`src/rtl/mem_arb_pkg.sv`:
```
// mem_arb_pkg: shared FSM state, grant-owner encoding and default limits for mem_port_arbiter
package mem_arb_pkg;
    typedef enum logic [2:0] {IDLE, GRANT_IF, GRANT_DM, DONE_IF, DONE_DM} state_t;
    localparam logic OWN_IF = 1'b0;
    localparam logic OWN_DM = 1'b1;
    localparam int STARVE_LIMIT_DEF = 4;
    localparam int MAX_WAIT_DEF = 16;
endpackage

```
`src/rtl/mem_port_arbiter.sv`:
```
// mem_port_arbiter: arbitrates a single-port memory between instruction fetch (if_*) and data (dm_*) requesters
// Ports: clk/rst (async, active-high); if_req/if_addr -> if_rdata/if_ack; dm_req/dm_we/dm_addr/dm_wdata -> dm_rdata/dm_ack;
// memory side mem_req/mem_we/mem_addr/mem_wdata with mem_rdata/mem_ready; busy (not idle); err (sticky wait timeout).
module mem_port_arbiter
    import mem_arb_pkg::*;
#(
    parameter int STARVE_LIMIT = STARVE_LIMIT_DEF,
    parameter int MAX_WAIT     = MAX_WAIT_DEF,
    parameter int AW           = 32,
    parameter int DW           = 32
) (
    input  logic          clk,
    input  logic          rst,
    input  logic          if_req,
    input  logic [AW-1:0] if_addr,
    output logic [DW-1:0] if_rdata,
    output logic          if_ack,
    input  logic          dm_req,
    input  logic          dm_we,
    input  logic [AW-1:0] dm_addr,
    input  logic [DW-1:0] dm_wdata,
    output logic [DW-1:0] dm_rdata,
    output logic          dm_ack,
    output logic          mem_req,
    output logic          mem_we,
    output logic [AW-1:0] mem_addr,
    output logic [DW-1:0] mem_wdata,
    input  logic [DW-1:0] mem_rdata,
    input  logic          mem_ready,
    output logic          busy,
    output logic          err
);
    localparam int SW = $clog2(STARVE_LIMIT + 1);
    localparam int WW = $clog2(MAX_WAIT + 1);
    localparam logic [SW-1:0] STARVE_MAX = SW'(STARVE_LIMIT);
    localparam logic [WW-1:0] WAIT_LAST  = WW'(MAX_WAIT - 1);

    state_t        state_q, state_d;
    logic [SW-1:0] starve_q, starve_d;
    logic [WW-1:0] wait_q, wait_d;
    logic [AW-1:0] addr_q, addr_d;
    logic          we_q, we_d;
    logic [DW-1:0] wdata_q, wdata_d;
    logic [DW-1:0] if_rdata_q, if_rdata_d;
    logic [DW-1:0] dm_rdata_q, dm_rdata_d;
    logic          err_q, err_d;
    logic          win, done;
    logic [DW-1:0] rd;

    // IF only overrides DM priority once it has lost STARVE_LIMIT arbitrations in a row
    assign win  = (dm_req && (!if_req || starve_q < STARVE_MAX)) ? OWN_DM : OWN_IF;
    assign done = mem_ready || wait_q == WAIT_LAST;
    // stores and timeouts return zero data
    assign rd   = (mem_ready && !we_q) ? mem_rdata : '0;

    always_comb begin
        state_d    = state_q;
        starve_d   = starve_q;
        wait_d     = wait_q;
        addr_d     = addr_q;
        we_d       = we_q;
        wdata_d    = wdata_q;
        if_rdata_d = if_rdata_q;
        dm_rdata_d = dm_rdata_q;
        err_d      = err_q;
        case (state_q)
            IDLE: if (dm_req || if_req) begin
                state_d  = (win == OWN_DM) ? GRANT_DM : GRANT_IF;
                addr_d   = (win == OWN_DM) ? dm_addr : if_addr;
                we_d     = (win == OWN_DM) && dm_we;
                wdata_d  = (win == OWN_DM) ? dm_wdata : '0;
                wait_d   = '0;
                starve_d = (win == OWN_IF) ? '0 :
                           (if_req && starve_q != STARVE_MAX) ? starve_q + SW'(1) : starve_q;
            end
            GRANT_IF, GRANT_DM: begin
                wait_d     = done ? '0 : wait_q + WW'(1);
                err_d      = err_q || (!mem_ready && wait_q == WAIT_LAST);
                if_rdata_d = (done && state_q == GRANT_IF) ? rd : if_rdata_q;
                dm_rdata_d = (done && state_q == GRANT_DM) ? rd : dm_rdata_q;
                state_d    = !done ? state_q : (state_q == GRANT_IF) ? DONE_IF : DONE_DM;
            end
            default: state_d = IDLE;
        endcase
    end

    always_ff @(posedge clk or posedge rst) begin
        if (rst) begin
            state_q    <= IDLE;
            starve_q   <= '0;
            wait_q     <= '0;
            addr_q     <= '0;
            we_q       <= 1'b0;
            wdata_q    <= '0;
            if_rdata_q <= '0;
            dm_rdata_q <= '0;
            err_q      <= 1'b0;
        end else begin
            state_q    <= state_d;
            starve_q   <= starve_d;
            wait_q     <= wait_d;
            addr_q     <= addr_d;
            we_q       <= we_d;
            wdata_q    <= wdata_d;
            if_rdata_q <= if_rdata_d;
            dm_rdata_q <= dm_rdata_d;
            err_q      <= err_d;
        end
    end

    assign mem_req   = state_q == GRANT_IF || state_q == GRANT_DM;
    assign if_ack    = state_q == DONE_IF;
    assign dm_ack    = state_q == DONE_DM;
    assign busy      = state_q != IDLE;
    assign mem_we    = we_q;
    assign mem_addr  = addr_q;
    assign mem_wdata = wdata_q;
    assign if_rdata  = if_rdata_q;
    assign dm_rdata  = dm_rdata_q;
    assign err       = err_q;
endmodule

```
`config.mk`:
```
export PLATFORM = sky130hd
export DESIGN_NAME = mem_port_arbiter
export DESIGN_NICKNAME = d
export VERILOG_FILES = /design/src/rtl/mem_arb_pkg.sv /design/src/rtl/mem_port_arbiter.sv
export SDC_FILE = /design/constraint.sdc
export NUM_CORES = 1
export LEC_CHECK = 0
export BUFFER_PORTS_ARGS = -buffer_cell sky130_fd_sc_hd__clkbuf_2
export CAP_MARGIN = 20
export CORE_MARGIN = 1.5
export CORE_UTILIZATION = 44
export DETAILED_ROUTE_END_ITERATION = 10
export PLACE_DENSITY = 0.74
export SLEW_MARGIN = 20
export SYNTH_ARGS = -nofsm -noshare
export SYNTH_HDL_FRONTEND = slang
export SYNTH_SLANG_ARGS = --single-unit
```
`constraint.sdc`:
```
create_clock -name clk -period 4.13 [get_ports clk]
set_input_delay 0.2065 -clock clk [delete_from_list [all_inputs] [get_ports clk]]
set_output_delay 0.2065 -clock clk [all_outputs]
set_load 0.01 [all_outputs]
```
[Word level (Yosys, flattened, before mapping)]
Cells that the tools add are included.
W data, S select, Z words.
Operators by class
  multiplexer cells: 14
  add/subtract/negate cells: 2
  magnitude comparators: 1
  eq/ne operators: 9
  reduce and logical (&&, ||, !) cells: 25
Operators by type and width (count)
  $mux W32: 3
  $mux W3: 5
  $mux W5: 2
  $pmux W5 S2: 1
  $reduce_and A2 Y1: 5
  $logic_and A1 B1 Y1: 7
  $eq A3 B2 Y1 const B: 2
  $pmux W3 S2: 1
  $add A5 B1 Y5 const B: 1
  $eq A5 B4 Y1 const B: 1
  $logic_or A1 B1 Y1: 5
  $ne A2 B2 Y1 const B: 2
  $add A3 B1 Y3 const B: 1
  $eq A3 B1 Y1 const B: 1
  $eq A3 B3 Y1 const B: 1
  $logic_not A1 Y1: 3
  $logic_not A3 Y1: 1
  $lt A3 B3 Y1 const B: 1
  $ne A3 B3 Y1 const B: 1
  $reduce_and A3 Y1: 1
  $reduce_bool A3 Y1: 1
  $mux W2: 1
  $ne A2 B1 Y1 const B: 1
  $reduce_bool A2 Y1: 1
  2 further kinds: 2
Storage, ports and cells
  bits of input ports: 134
  register bits after elaboration: 141
  output and inout port bits: 134
  word-level logic and storage cells: 60

[Longest topological paths before layout]
  depth in word-level cells: 7
  depth in mapped cells: 8
  gate-level depth less buffers: 6

[Least setup slack after synthesis]
Ideal clock, no wire load.
  path kind: reg2reg
  from: register wait_q[0]
  to: register dm_rdata_q[10], in the netlist dm_rdata[10]
  data arrival time: 1.833 ns
  setup slack: 2.172 ns
  library setup time: 0.125 ns
  data required time: 4.005 ns
  path buffers: 2
  stages on the path, launching flop included: 9
  period minus slack after synthesis: 1.958 ns
  cell sequence: dfrtp_1 ha_1 and3_1 ha_1 nor2_1 or3_1 buf_6 buf_6 mux2_4
On the way
  longest elaborated chain between the ends: 4
RTL lines
  start: declaration: line mem_port_arbiter.sv:40  | logic [WW-1:0] wait_q, wait_d;
  start signal: assignment: line mem_port_arbiter.sv:101  | wait_q <= wait_d;
  $eq A5 B4 Y1: line mem_port_arbiter.sv:52  | assign done = mem_ready || wait_q == WAIT_LAST;
  $logic_or A1 B1 Y1: line mem_port_arbiter.sv:52
  $logic_and A1 B1 Y1: line mem_port_arbiter.sv:80  | dm_rdata_d = (done && state_q == GRANT_DM) ? rd : dm_rdata_q;
  $reduce_and A2 Y1 (no line)
  end signal: assignment: line mem_port_arbiter.sv:106  | dm_rdata_q <= dm_rdata_d;
  end: declaration: line mem_port_arbiter.sv:45  | logic [DW-1:0] dm_rdata_q, dm_rdata_d;
Every way passes these cells.
A chain may end at the register's enable or synchronous reset.

[Worst setup path after layout]
  from: register wait_q[0]
  to: register dm_rdata_q[29], in the netlist dm_rdata[29]
Same word-level chain as after synthesis.

==> impl_results.md <==
* Post-synth top cells: 141 x dfrtp_1, 70 x mux2_2, 59 x mux2_4
* Wire length of the first global-routing pass at 24900 µm
* Largest net degree at the start of global routing at 115
* Final #Nets at 902
* Post-Place Cell Area at 7960 µm²
* Count of buffers added by post-CTS timing repair for setup at 0
* Leading cell type by number of instances after synthesis: dfrtp_1
* Drt drc at 0
* Maximum fanout along the worst path at 33
* Combined global-route utilization of all metal layers at 19.7%
* Syn avg cell area at 13.4 µm²
* Lkg Pwr at 4.56 nW
* Number of antenna violations at the first check in global routing at 0
* Library cell occupying the most area in the post-synthesis netlist: dfrtp_1
* Routed wire length per instance at 16.1 µm
* Clock network power share at 22.8%
* Number of storage elements in the synthesis netlist at 141
* Yosys top cell area share at 53.3%
* Worst hold path type: input port to asynchronous set/reset pin
* Count of buffers from port buffering at 267
* Syn-to-layout area delta at 30.7%
* FMAX at 379 MHz
* Number of failing setup endpoints in the final timing report at 0
* Number of levels in the clock H-tree at 4
* Clock network latency to the later pin of the worst-skew pair at 0.41 ns
* Number of antenna cells inserted at 0
* Post-route fraction of the period consumed by the critical path at 63.9%
* Total congestion overflow after global routing at 0
* Warning count from the yosys run at 0
* CTS Buffer Depth at 2
* Layout fillers at 1189
* Status: finished, violations left
* Fraction of synthesis flops using an asynchronous set or reset pin at 100%
* Sw Ratio at 34.2%
* Initial detailed-routing violation count at 235
* Proportion of power drawn by combinational gates at 39.9%
* Count of flip-flops with a built-in enable after synthesis at 0
* Post-synthesis sequential area ratio at 53.3%
* Clock transition at path regs at 0.06 ns
* Total wire length after detailed routing at 15400 µm
* Number of global-route vias before repair at 5085
* Netlist Area Pre-Place at 6620 µm²
* Routed via count at 4857
* Number of instances in the synthesized netlist at 496
* Post-DR vias/cell at 5.06
* Crit end category: flop
* Die area at 15800 µm²
* Detailed-router iteration count before antenna repair at 5
* Clock tree from TritonCTS: done
* Max capacitance violation total at 0
* Max-slew violation total from the final report at 0
* Primary FF master, synth: dfrtp_1
* Routability congestion estimate from global placement at 0.745
* Initial standard-cell utilization of the core at 45.4%
* PostCTS Resize Cnt at 0
* Clock buffers created by TritonCTS at 17
* Floorplan Core Area at 14600 µm²
* Critical path type: flop to flop
* Reg2Reg Setup Slack at 1.49 ns
* Number of core rows at 44
* Total net switching power at 2.10 mW
* Power density relative to cell area at 710 nW/µm²
* Peak supply drop at 0.329 mV
* Root cell of the clock tree: clkbuf_16
* Required time of the critical path at 4.42 ns
* Die height at 126 µm
* Number of sinks on the clock net at 141
* Post-route worst hold slack at -0.0561 ns
* Unrepaired setup endpoints after global routing: no
* Hpwl dp at 10700 µm
* Min Tclk post-route at 2.64 ns
* Non-Filler Cell Area, Final at 8660 µm²
* Sequential power share at 37.3%
* I/O pin total at 268
* Transition time of the tightest slew-check pin at 1.09 ns
* Footprint of the flip-flops and latches at 3530 µm²
* Share of cells above drive strength 1 at 56.4%
* Multi-input logic area at 2790 µm²
* Syn Nets at 634
* Data arrival time of the worst path at 2.93 ns
* Count of endpoints failing hold in the final timing report at 58
* Die width at 126 µm
* Worst-case clock skew at 0.00982 ns
* Startpoint Class: flop
* Setup TNS at 0 ns
* Cell-internal power at 4.05 mW
* Final antenna-violating net count at 0
* Synth area leaders: dfrtp_1 53%, mux2_4 13%, mux2_2 12%
* Worst-case headroom to the max-slew limit at 27.4%
* Hold_buf cts at 16
* Violations in the final reports: hold timing
* Distinct cell type count after synthesis at 37
-- critical path: stages, from the launching register on --
cell and delay, ns:
dfrtp_1 0.41, ha_1 0.24, and3_1 0.19, ha_1 0.23
nor2_1 0.15, or3_2 0.87, mux2_2 0.42
-- final timing paths --
check / startpoint / end / depth (start not counted)
max in group asynchronous: rst / mem_addr[26]$_DFFE_PP0P_ / 3
worst min-delay path: rst / mem_addr[6]$_DFFE_PP0P_ / 2
worst max register to register: wait_q[0]$_DFFE_PP0P_ / dm_rdata[29]$_DFFE_PP0P_ / 6
worst min register to register: err$_DFFE_PP0P_ / err$_DFFE_PP0P_ / 1
min in group clk: dm_wdata[15] / mem_wdata[15]$_DFFE_PP0P_ / 3
worst max-delay path: wait_q[0]$_DFFE_PP0P_ / dm_rdata[29]$_DFFE_PP0P_ / 6
-- layer usage --
layer / wire length, µm / part of all wire [%] / global-route usage [%]
met1: 6220 / 40 / 23.4
met4: 384 / 2.5 / 8.76
met2: 7860 / 51 / 33.7
met5: 0 / 0 / 0
met3: 951 / 6.2 / 5.27
-- placed cells by master, fill, tap and decap left out, types with 2 or more instances in the layout --
cell type	synthesis	final
clkbuf_2	0	267
dfrtp_1	141	141
mux2_2	70	70
mux2_4	59	59
nand2_1	38	38
o31ai_1	34	34
o21ai_0	33	33
and2_1	32	32
clkbuf_16	0	17
dlygate4sd3_1	0	16
inv_1	10	9
clkbuf_1	13	5
buf_4	0	5
nor2_1	5	4
ha_1	4	4
clkinv_2	0	4
a22o_1	3	3
o21ai_1	3	3
xnor2_1	2	2
a21oi_1	2	2
nor3_1	2	2
and3_1	2	2
clkbuf_8	0	2
clkinvlp_4	0	2
-- final cells by class --
cell class              count  share of cell area, %
multi-input cells         306                   32.2
well taps                 184                   2.66
flip-flops and latches    141                   40.7
clock buffers              24                   5.45
clock inverters             7                  0.751
inverters                  10                  0.520
repair buffers            288                   17.7
-- registers in the layout (all words and copies together), names as in the netlist --
register and count:
mem_wdata 32, state_q 3, dm_rdata 32, err 1, starve_q 3, if_rdata 32, mem_we 1, mem_addr 32
wait_q 5
-- cell families after synthesis --
logic type | count (synthesis) | share of synthesized area [%]
AO/OA/AOI/OAI | 79 | 7.71
adder cells (fa/ha/maj) | 4 | 0.756
XOR/XNOR | 2 | 0.264
flip-flops | 141 | 53.3
buffers and inverters | 49 | 5.04
AND/OR/NAND/NOR | 91 | 7.54
multiplexers | 130 | 25.4
-- power groups by stage --
stage               combinational (mW)  sequential [mW]  clock [mW]
floorplan                         1.57             2.47           0
global placement                  2.38             2.27           0
detailed placement                2.47             2.30           0
CTS                               2.49             2.29        1.43
global route                      2.65             2.36        1.50
finish                            2.46             2.29        1.40
-- stage by stage --
stage          power (mW)  utilization (%)  hold WS, ns  std cells  setup slack, ns
2_1_floorplan        4.04                -        0.340        496            0.142
3_3_place_gp         4.65             54.5        0.429        913             1.61
3_5_place_dp         4.77             54.5        0.436        913             1.50
4_1_cts              6.21             59.3     0.000612        960             1.49
5_1_grt              6.50             59.4       0.0130        960             1.38
6_report             6.15             59.4      -0.0561        960             1.49
No activity file was read; power rests on OpenSTA's default activity.
